`src/rtl/fifo_pkt_pkg.sv`:
```
// Shared types and helpers for the FWFT-FIFO to AXI-Stream packetizer.
// The header-pack function is used only when PKT_HEADER_EN is defined.
package fifo_pkt_pkg;

    typedef enum logic [1:0] {
        IDLE    = 2'd0,
        HDR     = 2'd1,
        PAYLOAD = 2'd2
    } state_t;

    localparam int HDR_LEN_BITS  = 8;
    localparam int HDR_WORD_BITS = 64;

    // Header word: sequence number above the 8-bit payload length; callers truncate to their width.
    function automatic logic [HDR_WORD_BITS-1:0] pack_header(
        input logic [HDR_WORD_BITS-HDR_LEN_BITS-1:0] seq,
        input logic [HDR_LEN_BITS-1:0]               len
    );
        return {seq, len};
    endfunction

endpackage

```
`src/rtl/axis_out_reg.sv`:
```
// Registered AXI-Stream output stage: holds data/last while stalled, reloads when empty or accepted.
module axis_out_reg #(
    parameter int DATA_WIDTH = 16
) (
    input  logic                  clock,
    input  logic                  reset,
    input  logic                  load_en,
    input  logic [DATA_WIDTH-1:0] load_data,
    input  logic                  load_last,
    input  logic                  m_tready,
    output logic [DATA_WIDTH-1:0] m_tdata,
    output logic                  m_tvalid,
    output logic                  m_tlast,
    output logic                  ld
);

    assign ld = !m_tvalid || m_tready;

    // NOTE: sequential state uses non-blocking assignments so every flop samples pre-edge values.
    always_ff @(posedge clock or posedge reset) begin
        if (reset) begin
            m_tdata  <= '0;
            m_tvalid <= 1'b0;
            m_tlast  <= 1'b0;
        end else if (ld) begin
            if (load_en) begin
                m_tdata  <= load_data;
                m_tvalid <= 1'b1;
                m_tlast  <= load_last;
            end else begin
                m_tvalid <= 1'b0;
            end
        end
    end

endmodule

```
`src/rtl/fifo_axis_packetizer.sv`:
```
// Pops a FWFT FIFO and emits fixed-length AXI-Stream packets with tlast and a packet counter.
// Optional macro PKT_HEADER_EN prepends a {seq, PKT_LEN} header beat to each packet.
module fifo_axis_packetizer
    import fifo_pkt_pkg::*;
#(
    parameter int DATA_WIDTH = 16,
    parameter int PKT_LEN    = 4,
    parameter int CNT_WIDTH  = 16
) (
    input  logic                  clock,
    input  logic                  reset,
    input  logic [DATA_WIDTH-1:0] fifo_dout,
    input  logic                  fifo_empty,
    output logic                  fifo_rd_en,
    output logic [DATA_WIDTH-1:0] m_tdata,
    output logic                  m_tvalid,
    input  logic                  m_tready,
    output logic                  m_tlast,
    output logic [CNT_WIDTH-1:0]  pkt_count,
    output logic                  busy
);

    localparam logic [HDR_LEN_BITS-1:0] LAST_BEAT = HDR_LEN_BITS'(PKT_LEN - 1);

    state_t                  state, state_next;
    logic [HDR_LEN_BITS-1:0] beat_cnt;
    logic                    ld, pop, load_en, load_last, beat_last, xfer;
    logic [DATA_WIDTH-1:0]   load_data;

    assign beat_last  = (beat_cnt == LAST_BEAT);
    assign xfer       = m_tvalid && m_tready;
    assign fifo_rd_en = pop;

`ifdef PKT_HEADER_EN
    localparam logic [HDR_LEN_BITS-1:0] HDR_LEN = HDR_LEN_BITS'(PKT_LEN);

    logic [DATA_WIDTH-HDR_LEN_BITS-1:0] seq;
    logic [DATA_WIDTH-1:0]              hdr_word;

    assign hdr_word = DATA_WIDTH'(pack_header((HDR_WORD_BITS-HDR_LEN_BITS)'(seq), HDR_LEN));

    always_ff @(posedge clock or posedge reset) begin
        if (reset)                        seq <= '0;
        else if (state == HDR && load_en) seq <= seq + 1'b1;
    end
`endif

    // NOTE: every always_comb output gets a default first so no path can infer a latch.
    always_comb begin
        state_next = state;
        pop        = 1'b0;
        load_en    = 1'b0;
        load_data  = fifo_dout;
        load_last  = beat_last;
        case (state)
`ifdef PKT_HEADER_EN
            IDLE: if (!fifo_empty && ld) state_next = HDR;
            HDR: begin
                if (!fifo_empty && ld) begin
                    load_en    = 1'b1;
                    load_data  = hdr_word;
                    load_last  = 1'b0;
                    state_next = PAYLOAD;
                end
            end
`else
            IDLE: if (!fifo_empty && ld) state_next = PAYLOAD;
`endif
            PAYLOAD: begin
                if (!fifo_empty && ld) begin
                    pop     = 1'b1;
                    load_en = 1'b1;
                    if (beat_last) state_next = IDLE;
                end
            end
            default: state_next = IDLE;
        endcase
    end

    always_ff @(posedge clock or posedge reset) begin
        if (reset) begin
            state     <= IDLE;
            beat_cnt  <= '0;
            pkt_count <= '0;
            busy      <= 1'b0;
        end else begin
            state <= state_next;
            if (pop) beat_cnt <= beat_last ? '0 : beat_cnt + 1'b1;
            // Packet is counted when its tlast beat leaves, not when it is popped.
            if (xfer && m_tlast) pkt_count <= pkt_count + 1'b1;
            if (pop && beat_cnt == '0)  busy <= 1'b1;
            else if (xfer && m_tlast)   busy <= 1'b0;
        end
    end

    axis_out_reg #(
        .DATA_WIDTH(DATA_WIDTH)
    ) u_out (
        .clock    (clock),
        .reset    (reset),
        .load_en  (load_en),
        .load_data(load_data),
        .load_last(load_last),
        .m_tready (m_tready),
        .m_tdata  (m_tdata),
        .m_tvalid (m_tvalid),
        .m_tlast  (m_tlast),
        .ld       (ld)
    );

endmodule
```
`config.mk`:
```
export PLATFORM = sky130hd
export DESIGN_NAME = fifo_axis_packetizer
export DESIGN_NICKNAME = d
export VERILOG_FILES = /design/src/rtl/fifo_pkt_pkg.sv /design/src/rtl/axis_out_reg.sv /design/src/rtl/fifo_axis_packetizer.sv
export SDC_FILE = /design/constraint.sdc
export NUM_CORES = 1
export LEC_CHECK = 0
export ABC_CLOCK_PERIOD_IN_PS = 2100
export CAP_MARGIN = 0
export CORE_MARGIN = 2
export CORE_UTILIZATION = 45
export CTS_CLUSTER_SIZE = 24
export DETAILED_ROUTE_END_ITERATION = 6
export PLACE_DENSITY = 0.72
export SLEW_MARGIN = 30
export SYNTH_ARGS = -nofsm -noshare
export SYNTH_HDL_FRONTEND = slang
export SYNTH_SLANG_ARGS = --single-unit
```
`constraint.sdc`:
```
create_clock -name clock -period 2.1 [get_ports clock]
set_input_delay 0.63 -clock clock [delete_from_list [all_inputs] [get_ports clock]]
set_output_delay 0.63 -clock clock [all_outputs]
set_load 0.01 [all_outputs]
```
== Word-level counts from Yosys, hierarchy flattened ==
Index checks and enable logic that the tools add are counted.

* Add/subtract/negate cells: 2
* Equal/unequal tests: 5
* Multiplexer cells: 10
* Reduce and logical (&&, ||, !) cells: 12

{| class="wikitable"
|+ Operators by type and width
! kind !! count
|-
| adder 16 x 1 -> 16 bit (second input constant) || 1
|-
| adder 8 x 1 -> 8 bit (second input constant) || 1
|-
| == test 8 x 2 -> 1 bit (second input constant) || 1
|-
| logical NOT 8 bit || 1
|-
| two-way mux 8 bit || 1
|-
| two-way mux 2 bit || 3
|-
| != test 2 bit (second input constant) || 3
|-
| two-way mux 1 bit || 5
|-
| logical AND 1 bit || 4
|-
| one-hot mux 2 bit (2 select lines) || 1
|-
| AND reduction 3 bit || 1
|-
| == test 2 bit (second input constant) || 1
|-
| logical NOT 1 bit || 2
|-
| logical NOT 2 bit || 1
|-
| AND reduction 2 bit || 1
|-
| nonzero test 2 bit || 1
|-
| logical OR 1 bit || 1
|}

* Flip-flop bits (word level): 45
* Input port bits: 20
* Output and inout bits: 36
* Word-level logic and storage cells: 36

== Logic depth before layout (Yosys ltp) ==
Gate-level depths: netlist of run 1.

* Depth after elaboration: 7
* Depth in mapped cells: 6
* Gate-level depth less buffers: 5

== Hierarchy ==
From an unflattened synthesis of run 1, not the netlist that was laid out.

* Cell total of the unflattened synthesis: 150
* Area total of the unflattened synthesis: 1,949.4 um^2

{| class="wikitable"
|+ Modules (own cells, without submodules)
! module !! times used !! cells an instance !! area each (um^2) !! seq. area each (um^2)
|-
| fifo_axis_packetizer || 1 || 110 || 1,213.7 || 650.6
|-
| axis_out_reg || 1 || 40 || 735.7 || 450.4
|}

== Least setup slack after synthesis of run 1 ==
Ideal clock, no wire load.

* Path type: input-to-output
* Start: input port m_tready
* End: output port fifo_rd_en
* Data arrival time: 1.249 ns
* Required time: 1.470 ns
* Path slack: 0.221 ns
* Cell stages on the path: 4
* Buffers on the path: 1
* Cells stage by stage: or2b_1 > nand3_2 > inv_2 > buf_2

* Word-level cells in the longest chain between the ends: 4

{| class="wikitable"
|+ Ends and longest elaborated chain
! what !! RTL line !! RTL
|-
| start, declared || fifo_axis_packetizer.sv:17 || <nowiki>input logic m_tready,</nowiki>
|-
| logical OR 1 bit || axis_out_reg.sv:17 || <nowiki>assign ld = !m_tvalid || m_tready;</nowiki>
|-
| logical AND 1 bit || fifo_axis_packetizer.sv:70 || <nowiki>if (!fifo_empty && ld) begin</nowiki>
|-
| two-way mux 1 bit || fifo_axis_packetizer.sv:70 ||
|-
| two-way mux 1 bit || fifo_axis_packetizer.sv:55 || <nowiki>case (state)</nowiki>
|-
| end, declared || fifo_axis_packetizer.sv:14 || <nowiki>output logic fifo_rd_en,</nowiki>
|}

No other way between the ends.

== Worst setup path in the final report of run 1 ==
* Start: input port fifo_empty
* End: output port fifo_rd_en

* Word-level cells in the longest chain between the ends: 4

{| class="wikitable"
|+ Ends and longest elaborated chain
! what !! RTL line !! RTL
|-
| start, declared || fifo_axis_packetizer.sv:13 || <nowiki>input logic fifo_empty,</nowiki>
|-
| logical NOT 1 bit || fifo_axis_packetizer.sv:70 ||
|-
| logical AND 1 bit || fifo_axis_packetizer.sv:70 ||
|-
| two-way mux 1 bit || fifo_axis_packetizer.sv:70 ||
|-
| two-way mux 1 bit || fifo_axis_packetizer.sv:55 ||
|}

No other way between the ends.

==> results.md, run 1 <==
* Status: finished clean
* #FFs+latches synth at 44
* Worst r2r src: beat_cnt[4]$_DFFE_PP0P_
* Initial antenna violation count at 0
* Hold Crit Start: u_out.m_tdata[9]$_DFFE_PP0P_
* DR WL/cell at 13.1 µm
* Main flop type after synthesis: dfrtp_1
* Synth top area cells: dfrtp_1, nand2_1, xnor2_1
* Die Area at slightly below 5000 µm²
* Number of global-route vias before repair at 1,579
* Pint at around 1.8 mW
* Final Non-Filler Cells at 306
* Worst-path maximum fanout at 2
* Largest net degree at the start of global routing at between 40 and 50
* H-tree Lvls at 2
* Mux contribution to synthesized area at 2.78%
* Startpoint Class: input pin
* RSZ-0062 raised after global routing: false
* Final routed DRC violation total at 0
* Hold Path Sink: u_out.m_tdata[9]$_DFFE_PP0P_
* Clk Latency, worst-skew pair at 0.29 ns
* Num CTS Buffers at 5
* Register-to-register setup slack at 0.49 ns
* Clk network pwr share at 20.4%
* Fin crit period at 2.02 ns
* Antenna cells at 0
* Pleak at 1.30 nW
* DPL Wire Length at 2890 µm
* DRT iter0 DRCs at 119
* Synth Area in Adders at 2.59%
* Area growth from synthesis to layout at 39.4%
* Final #Nets at 279
* Count leader, synth: nand2_1
* Clock Tree Buf Depth at 2
* Cell Rows at 23
* Async SR Flop Fraction at 100%
* Switching part of the total at 31.8%
* CTS tree: built
* Clk_skew at 0.00459 ns
* First-pass GRT wire length at 7230 µm
* Syn nets at 212
* GP Congestion at 0.788
* Total gr overflow at 0
* Hold Path Stages at 2
* Flop pwr share at 45.4%
* Number of port buffers at 55
* Crit Path Category: in2out
* Main combinational cell family by area after synthesis: simple AND/OR/NAND/NOR gates
* Count of final setup violators at 0
* Vias at 1,571
* TritonCTS Sinks at between 40 and 50
* FF-to-FF path depth at 4
* Fillers at roughly 340
* Required @ worst endpoint at between 1 and 1.5 ns
* Top-Level Pins at between 50 and 60
* Syn Inst Count at 188
* Sequential-to-total area share from yosys stat at 56.9%
* Final Routed Wirelength at 4010 µm
* Layout cells sized above 1 at 11.3%
* Die width at between 60 and 70 µm
* EDFF count, synth at 0
* Slew @ Worst Pin at 0.317 ns
* Fmax at 496 MHz
* Final count of pins violating max slew at 0
* DRT Pass-1 Iters at 4
* Number of vias per cell at about 5.1
* Post-synthesis compound-gate area fraction at 3.17%
* Pwr/cell area at 976 nW/µm²
* Starting Density at 47.7%
* Yosys warns at 0
* Critical path endpoint category: primary output
* Hold Path Class: reg2reg
* Worst vdd ir at 0.000512 V
* Cell count after placement at 297
* Die height at 69.6 µm
* Antenna viol nets, final at 0
* R2R Path End: beat_cnt[6]$_DFFE_PP0P_
* Synth Area in XOR/XNOR at 7.24%
* CTS root buf: clkbuf_8
* Syn Area/Cell at 10.3 µm²
* Logic pwr share at 34.3%
* Worst slew margin at 78.7%
* Core box area at 4060 µm²
* Share of Yosys cell area claimed by the top area cell type at 56.9%
* WHS at 0.476 ns
* Crit share post-route at 96.0%
* Synth Cell Area at 1930 µm²
* Synth unique cells at 28
* Switching Power at 838 µW
* Largest area contributor in the netlist: dfrtp_1
* Overall power at 2.63 mW
* Arrival time at the worst endpoint at about 1.4 ns
* Worst-path clk slew at 0.08 ns
* Max-cap violations at 0
* Most instantiated cells after synthesis: nand2_1, dfrtp_1, nand3_1
* Simple-Gate Fraction of Synth Area at 25.3%
* GRT Resource Usage Total at between 10% and 20%
* Final hold violations at 0
-- layout make-up --
class                   instances  area (µm²)  share of cell area (%)
clock buffers                   6        82.6                    3.06
clock inverters                 2        10.0                   0.371
inverters                       5        18.8                   0.696
multi-input cells             135         795                    29.5
flip-flops and latches         44        1100                    40.8
well taps                      50        62.6                    2.32
repair buffers                 64         627                    23.2
-- per-layer routing --
layer  share of wire (%)  global-route usage [%]
met5                   0                       0
met4                0.60                    4.58
met3                 6.9                    6.54
met2                  46                    30.1
met1                  46                    24.0
-- timing repair --
item                       CTS  global route
resized for setup            7             0
setup endpoints to repair    1             0
setup buffers                1             0
hold endpoints to repair     0             0
hold buffers                 0             0
-- cell usage in the layout (no fill, tap or decap), drive strengths merged, types with 4 or more instances in the layout --
cell,n
clkdlybuf4s50,53
buf,10
nor2,5
and3,7
a21oi,4
nand3,16
inv,4
o21ai,5
nand4,5
xor2,7
nand2,56
ha,4
xnor2,9
dfrtp,44
clkbuf,6
-- worst max-delay path, cell delays in order --
cell and delay [ns]:
clkdlybuf4s50_1 0.45, inv_1 0.05, nand3_2 0.08, inv_2 0.04
buf_2 0.13
-- power by group through the flow --
stage	clock network [mW]	logic (mW)	registers (mW)
global route	0.595	1.00	1.23
floorplan	0	0.336	1.27
detailed placement	0	0.918	1.21
finish	0.535	0.901	1.19
CTS	0.553	0.918	1.20
global placement	0	0.896	1.20
-- sequential cells by signal, summed over array words and instances (netlist names) --
name / cells
u_out.m_tlast: 1
beat_cnt: 8
busy: 1
u_out.m_tdata: 16
pkt_count: 16
u_out.m_tvalid: 1
state: 1
-- cells by family after synthesis --
family / count (synthesis)
XOR/XNOR: 16
buffers and inverters: 9
multiplexers: 5
AO/OA/AOI/OAI: 11
flip-flops: 44
AND/OR/NAND/NOR: 99
adder cells (fa/ha/maj): 4
-- metrics by stage --
step	utilization, %	worst slack (ns)	instance area, µm²	setup TNS (ns)
2_1_floorplan	-	0.221	1930	0
3_3_place_gp	64.1	-0.538	2600	-1.52
3_5_place_dp	64.1	-0.582	2600	-1.98
4_1_cts	66.5	0.0735	2700	0
5_1_grt	66.5	0.0250	2700	0
6_report	66.5	0.0842	2700	0
-- how the worst max path moves through the flow --
stage	startpoint	endpoint	slack, ns	depth (start not counted)
2_1_floorplan	m_tready	fifo_rd_en	0.22	4
4_1_cts	fifo_empty	fifo_rd_en	0.07	5
5_1_grt	fifo_empty	fifo_rd_en	0.02	5
3_5_place_dp	m_tready	fifo_rd_en	-0.58	5
6_report	fifo_empty	fifo_rd_en	0.08	5
3_3_place_gp	m_tready	fifo_rd_en	-0.54	5
No activity file was read; power rests on OpenSTA's default activity.
==> inputs of run 2 (changes only) <==
--- a/config.mk
+++ b/config.mk
@@ -11,7 +11,7 @@
 export CORE_UTILIZATION = 45
 export CTS_CLUSTER_SIZE = 24
 export DETAILED_ROUTE_END_ITERATION = 6
-export PLACE_DENSITY = 0.72
+export PLACE_DENSITY = 0.73
 export SLEW_MARGIN = 30
 export SYNTH_ARGS = -nofsm -noshare
 export SYNTH_HDL_FRONTEND = slang
==> run 2 against run 1 <==
Net effect: sequential power hardly changed; cell area is 0.42% lower; power is 1.6% lower; worst setup slack worse by 0.0075 ns; wire length is 0.32% lower; via count is 1.8% lower; non-clock buffer count is 1 higher; first-iteration DRC count is 68% lower; critical endpoint is now beat_cnt[6]$_DFFE_PP0P_; largest power group unchanged; hold slack worse by 0.0082 ns; sequential share of layout area is 0.17 points higher; maximum frequency is 0.37% lower; register-to-register slack worse by 0.20 ns.
==> results.md, run 2 (synthesis results as in run 1) <==
* Antenna cells at 0 (unchanged)
* Cell count after placement at 297 (unchanged)
* Crit path max-delay family: buffers and inverters
* Critical path endpoint category: register
* Slowest cell delay on critical path at 0.42 ns (-0.03 ns)
* Vias at 1,542 (-1.8%)
* Required @ worst endpoint at 2.28 ns (+0.81 ns)
* Worst vdd ir at 0.000658 V (+28%)
* Worst-path maximum fanout at 24 (+22)
* Crit Path Category: in2reg
* RSZ-0062 raised after global routing: false
* Total gr overflow at 0 (unchanged)
* Core box area at 4060 µm² (unchanged)
* Final #Nets at 280 (+0.36%)
* Initial antenna violation count at 0 (unchanged)
* Final count of pins violating max slew at 0 (unchanged)
* Clk Latency, worst-skew pair at 0.29 ns (about the same)
* Worst slew margin at 79.3% (+0.60 points)
* Slew @ Worst Pin at 0.309 ns (-0.00890 ns)
* First-pass GRT wire length at 7180 µm (-0.76%)
* Hold Path Class: reg2reg
* Pleak at 1.29 nW (-0.66%)
* DPL Wire Length at 2800 µm (-3.0%)
* Pwr/cell area at 964 nW/µm² (-1.2%)
* Cell Rows at 23 (unchanged)
* Fmax at 494 MHz (-0.37%)
* Max-cap violations at 0 (unchanged)
* WHS at 0.468 ns (-0.00823 ns)
* Top-Level Pins at 56 (unchanged)
* Final routed DRC violation total at 0 (unchanged)
* Die width at 69.6 µm (unchanged)
* DRT iter0 DRCs at 38 (-68%)
* DR WL/cell at 13.2 µm (+0.33%)
* Largest net degree at the start of global routing at 45 (unchanged)
* Arrival time at the worst endpoint at 2.21 ns (+0.82 ns)
* Ordered list of cells on the worst path: clkdlybuf4s50_1 -> inv_2 -> nand3_2 -> buf_4 -> buf_4 -> buf_4 -> nor3_2 -> mux2_2
* Worst-path clk slew at 0.08 ns (about the same)
* Regs by FF count: pkt_count: 16 flops, u_out.m_tdata: 16 flops, beat_cnt: 8 flops
* Critical-path top delay cell: clkdlybuf4s50_1
* Most frequent CP cell: buf_4
* Clock Tree Buf Depth at 2 (unchanged)
* Fin crit period at 2.02 ns (+0.00754 ns)
* Buf+Inv Stages, Crit Path at 5 (+1)
* DRT Pass-1 Iters at 4 (unchanged)
* Startpoint Class: input pin
* TritonCTS Sinks at 44 (unchanged)
* Die height at 69.6 µm (unchanged)
* CTS root buf: clkbuf_8
* Final Non-Filler Cells at 304 (-0.65%)
* Number of global-route vias before repair at 1,577 (-0.13%)
* Starting Density at 47.7% (unchanged)
* Layout cells sized above 1 at 11.8% (+0.48 points)
* Num CTS Buffers at 5 (unchanged)
* Status: finished clean
* Most frequent cells in the layout: nand2_1, clkdlybuf4s50_1, dfrtp_1
* Commonest non-fill, non-tap cell in the layout: nand2_1
* Clk_skew at 0.00539 ns (+0.000793 ns)
* Final hold violations at 0 (unchanged)
* Setup_tns at 0 ns (unchanged)
* CTS tree: built
* Final Routed Wirelength at 4000 µm (-0.32%)
* Area growth from synthesis to layout at 38.8%
* Die Area at 4840 µm² (unchanged)
* Antenna viol nets, final at 0 (unchanged)
* H-tree Lvls at 2 (unchanged)
* Post-layout util at 66.2% (-0.28 points)
* Crit share post-route at 96.4% (+0.36 points)
* Number of vias per cell at 5.07 (-1.2%)
* GRT Resource Usage Total at 18.6% (about the same)
* Number of port buffers at 55 (unchanged)
* Count of final setup violators at 0 (unchanged)
* GP Congestion at 0.807 (+2.4%)
run 2: what timing repair did:
action                                  CTS  global route
hold buffers                              0             0
resized for setup                         9             0
buffers inserted                          3             0
endpoints found under the setup margin    1             0
run 2: through the flow:
stage	total power [mW]	cell area (µm²)	worst slack, ns
after global routing	2.76	2690	0.0140
after floorplan	1.61	1930	0.221
final	2.59	2690	0.0766
after CTS	2.62	2690	0.0768
after global placement	2.10	2600	-0.534
after detailed placement	2.12	2600	-0.567
run 2: cell type report:
| class | count | area [µm²] |
|---|---|---|
| inverter | 5 | 18.8 |
| sequential | 44 | 1100 |
| fill | 335 | 1370 |
| clock buffer | 5 | 68.8 |
| tap | 50 | 62.6 |
| multi-input combinational | 135 | 800 |
| timing repair buffer | 65 | 634 |
run 2: worst paths after layout:
check | start | endpoint | slack, ns | depth (start not counted)
max | fifo_empty | beat_cnt[6]$_DFFE_PP0P_ | 0.08 | 8
min in group asynchronous | reset | u_out.m_tdata[3]$_DFFE_PP0P_ | 0.69 | 3
max reg2reg | u_out.m_tvalid$_DFFE_PP0P_ | beat_cnt[6]$_DFFE_PP0P_ | 0.29 | 7
max in group asynchronous | reset | u_out.m_tdata[15]$_DFFE_PP0P_ | 1.20 | 3
min | pkt_count[15]$_DFFE_PP0P_ | pkt_count[15]$_DFFE_PP0P_ | 0.47 | 1
min reg2reg | pkt_count[15]$_DFFE_PP0P_ | pkt_count[15]$_DFFE_PP0P_ | 0.47 | 1
run 2: power by group:
group / switching [mW] / leakage (nW) / internal [mW]
Clock: 0.261 / 0.0359 / 0.215
Combinational: 0.426 / 0.689 / 0.495
Sequential: 0.147 / 0.569 / 1.04
Total: 0.834 / 1.29 / 1.75
run 2: worst register-to-register path, stage by stage (launching register included):
cell,delay [ns]
dfrtp_1,0.37
or2b_1,0.22
nand3_2,0.09
buf_4,0.14
buf_4,0.12
buf_4,0.21
nor3_2,0.20
mux2_2,0.34
run 2: routing by layer:
| layer | vias to the layer above | track usage, % | wire, µm |
|---|---|---|---|
| li1 | 764 | - | - |
| met1 | 734 | 24.7 | 1850 |
| met2 | 37 | 28.7 | 1880 |
| met3 | 7 | 4.94 | 192 |
| met4 | 0 | 8.06 | 73 |
| met5 | - | 0 | 0 |
==> inputs of run 3 (changes only) <==
--- a/config.mk
+++ b/config.mk
@@ -7,6 +7,7 @@
 export LEC_CHECK = 0
 export ABC_CLOCK_PERIOD_IN_PS = 2100
 export CAP_MARGIN = 0
+export CORE_ASPECT_RATIO = 1.2
 export CORE_MARGIN = 2
 export CORE_UTILIZATION = 45
 export CTS_CLUSTER_SIZE = 24
==> run 3 against run 2 <==
Net effect: clock skew up 0.0021 ns; hold slack better by 0.013 ns; sequential power about the same; worst setup slack gained 0.014 ns.
==> results.md, run 3 (synthesis results as in run 1) <==
* Num CTS Buffers at 5 (unchanged)
* Total gr overflow at 0 (unchanged)
* Fin crit period at 2.01 ns (-0.0144 ns)
* Critical-path top delay cell: clkdlybuf4s50_1
* Crit Path Category: in2out
* Multi-input gate area at 795 µm² (-0.63%)
* Initial antenna violation count at 0 (unchanged)
* DR top layer: met4
* Ordered list of cells on the worst path: clkdlybuf4s50_1 -> inv_2 -> nand3_2 -> inv_2 -> buf_2
* Largest net degree at the start of global routing at 45 (unchanged)
* Most frequent cells in the layout: nand2_1, clkdlybuf4s50_1, dfrtp_1
* Buf+Inv Stages, Crit Path at 4 (-1)
* Cell Rows at 26 (+13%)
* Switching part of the total at 31.5% (-0.74 points)
* DR WL/cell at 12.8 µm (-2.7%)
* Pint at 1.79 mW (+2.2%)
* Final Routed Wirelength at 3980 µm (-0.43%)
* Final Non-Filler Cells at 311 (+2.3%)
* Hold Path Class: reg2reg
* Final instance area at 2690 µm² (+0.33%)
* Die height at 75.8 µm (+9.0%)
* Worst-path maximum fanout at 2 (-92%)
* Number of global-route vias before repair at 1,418 (-10%)
* Logic pwr share at 34.0% (-1.6 points)
* Worst-path clk slew at 0.08 ns (about the same)
* Most frequent CP cell: inv_2
* Crit path max-delay family: buffers and inverters
* Final #Nets at 278 (-0.71%)
* Metal2 WL at 2010 µm (+6.9%)
* DRT iter0 DRCs at 79 (+110%)
* Starting Density at 46.1% (-1.6 points)
* DR WL met3 at 186 µm (-3.1%)
* Arrival time at the worst endpoint at 1.38 ns (-0.83 ns)
* Crit share post-route at 95.7% (-0.69 points)
* Switching Power at 824 µW (-1.2%)
* DPL Wire Length at 2830 µm (+0.82%)
* Fillers at 335 (unchanged)
* Flop pwr share at 45.5% (-0.5 points)
* Top-Level Pins at 56 (unchanged)
* Count of final setup violators at 0 (unchanged)
* Placed Area at 2610 µm² (+0.29%)
* Core box area at 4200 µm² (+3.4%)
* Setup_tns at 0 ns (unchanged)
* Final hold violations at 0 (unchanged)
* Critical path endpoint category: primary output
* Antenna viol nets, final at 0 (unchanged)
* Final count of pins violating max slew at 0 (unchanged)
* Hold Buf Count CTS at 0 (unchanged)
* Clk Latency, worst-skew pair at 0.29 ns (about the same)
* Number of port buffers at 55 (unchanged)
* RSZ-0062 raised after global routing: false
* Vias at 1,564 (+1.4%)
* TritonCTS Sinks at 44 (unchanged)
* Die width at 63.9 µm (-8.2%)
* H-tree Lvls at 2 (unchanged)
* GP Congestion at 0.761 (-5.6%)
* DRT met1 WL at 1720 µm (-7.2%)
* Final routed DRC violation total at 0 (unchanged)
* Cell count after placement at 303 (+2.0%)
* Post-CTS Setup Bufs at 0 (-3)
* Slowest cell delay on critical path at 0.47 ns (+0.05 ns)
* Slew @ Worst Pin at 0.318 ns (+0.00897 ns)
* Area growth from synthesis to layout at 39.3%
* Post-layout util at 64.2% (-2.0 points)
* CTS root buf: clkbuf_8
* Fmax at 498 MHz (+0.72%)
* Antenna cells at 0 (unchanged)
* First-pass GRT wire length at 6670 µm (-7.1%)
* Die Area at 4840 µm² (about the same)
* Pleak at 1.29 nW (-0.21%)
* Worst slew margin at 78.7% (-0.62 points)
* Clock Tree Buf Depth at 2 (unchanged)
* CTS tree: built
* Clk network pwr share at 20.5% (+2.1 points)
* Pwr/cell area at 971 nW/µm² (+0.79%)
* Required @ worst endpoint at 1.47 ns (-0.81 ns)
* Worst vdd ir at 0.000442 V (-33%)
* Status: finished clean
* Reg area at 1100 µm² (unchanged)
* Layout cells sized above 1 at 10.6% (-1.2 points)
* DRT Pass-1 Iters at 5 (+1)
* GRT Resource Usage Total at 17.7% (-0.89 points)
* Commonest non-fill, non-tap cell in the layout: nand2_1
* Startpoint Class: input pin
* Max-cap violations at 0 (unchanged)
* Regs by FF count: pkt_count: 16 flops, u_out.m_tdata: 16 flops, beat_cnt: 8 flops
* Clk_skew at 0.00744 ns (+0.00205 ns)
* Overall power at 2.62 mW (+1.1%)
* Number of vias per cell at 5.03 (-0.86%)
-- run 3: changes by cell type in the layout (fill, tap and decap cells not counted), sizes merged --
| cell | before | now |
|---|---|---|
| clkbuf | 5 | 8 |
| buf | 11 | 9 |
| clkinv | 0 | 1 |
| inv | 5 | 4 |
-- run 3: power by group through the flow --
stage,clock network (mW),logic (mW),registers [mW]
floorplan,0,0.336,1.27
global placement,0,0.890,1.20
detailed placement,0,0.910,1.21
CTS,0.550,0.913,1.19
global route,0.585,0.998,1.22
finish,0.537,0.890,1.19
-- run 3: timing repair --
item	CTS	global route
endpoints found under the setup margin	1	1
gates resized for setup	7	1
pin swaps	0	0
-- run 3: cell type report --
type                    count  area share, %
well taps                  56           2.60
repair buffers             63           23.0
inverters                   5          0.697
clock buffers               8           3.34
flip-flops and latches     44           40.9
multi-input cells         135           29.5
-- run 3: per-stage QoR --
stage	setup slack [ns]	hold slack [ns]
floorplan	0.221	0.470
global placement	-0.513	0.458
detailed placement	-0.541	0.462
CTS	0.000188	0.476
global route	0.0517	0.500
finish	0.0911	0.480
-- run 3: path summary, 6_finish.rpt --
path / cells past startpoint / end / startpoint / slack, ns
worst min register to register: 2 / u_out.m_tdata[2]$_DFFE_PP0P_ / u_out.m_tdata[2]$_DFFE_PP0P_ / 0.48
max in group asynchronous: 3 / u_out.m_tdata[14]$_DFFE_PP0P_ / reset / 1.21
worst max-delay path: 5 / fifo_rd_en / fifo_empty / 0.09
worst max register to register: 5 / beat_cnt[6]$_DFFE_PP0P_ / u_out.m_tvalid$_DFFE_PP0P_ / 0.46
min in group asynchronous: 3 / pkt_count[11]$_DFFE_PP0P_ / reset / 0.68
worst min-delay path: 2 / u_out.m_tdata[2]$_DFFE_PP0P_ / u_out.m_tdata[2]$_DFFE_PP0P_ / 0.48
-- run 3: worst reg2reg max path: stages, from the launching register on --
cell	delay [ns]
dfrtp_1	0.44
or2b_1	0.21
nand3_2	0.09
buf_4	0.22
nor3_1	0.23
mux2_2	0.35
-- run 3: layer usage --
metal / track usage, % / vias up
li1: - / 768
met1: 23.2 / 740
met2: 29.1 / 50
met3: 3.55 / 6
met4: 7.25 / 0
met5: 0 / -
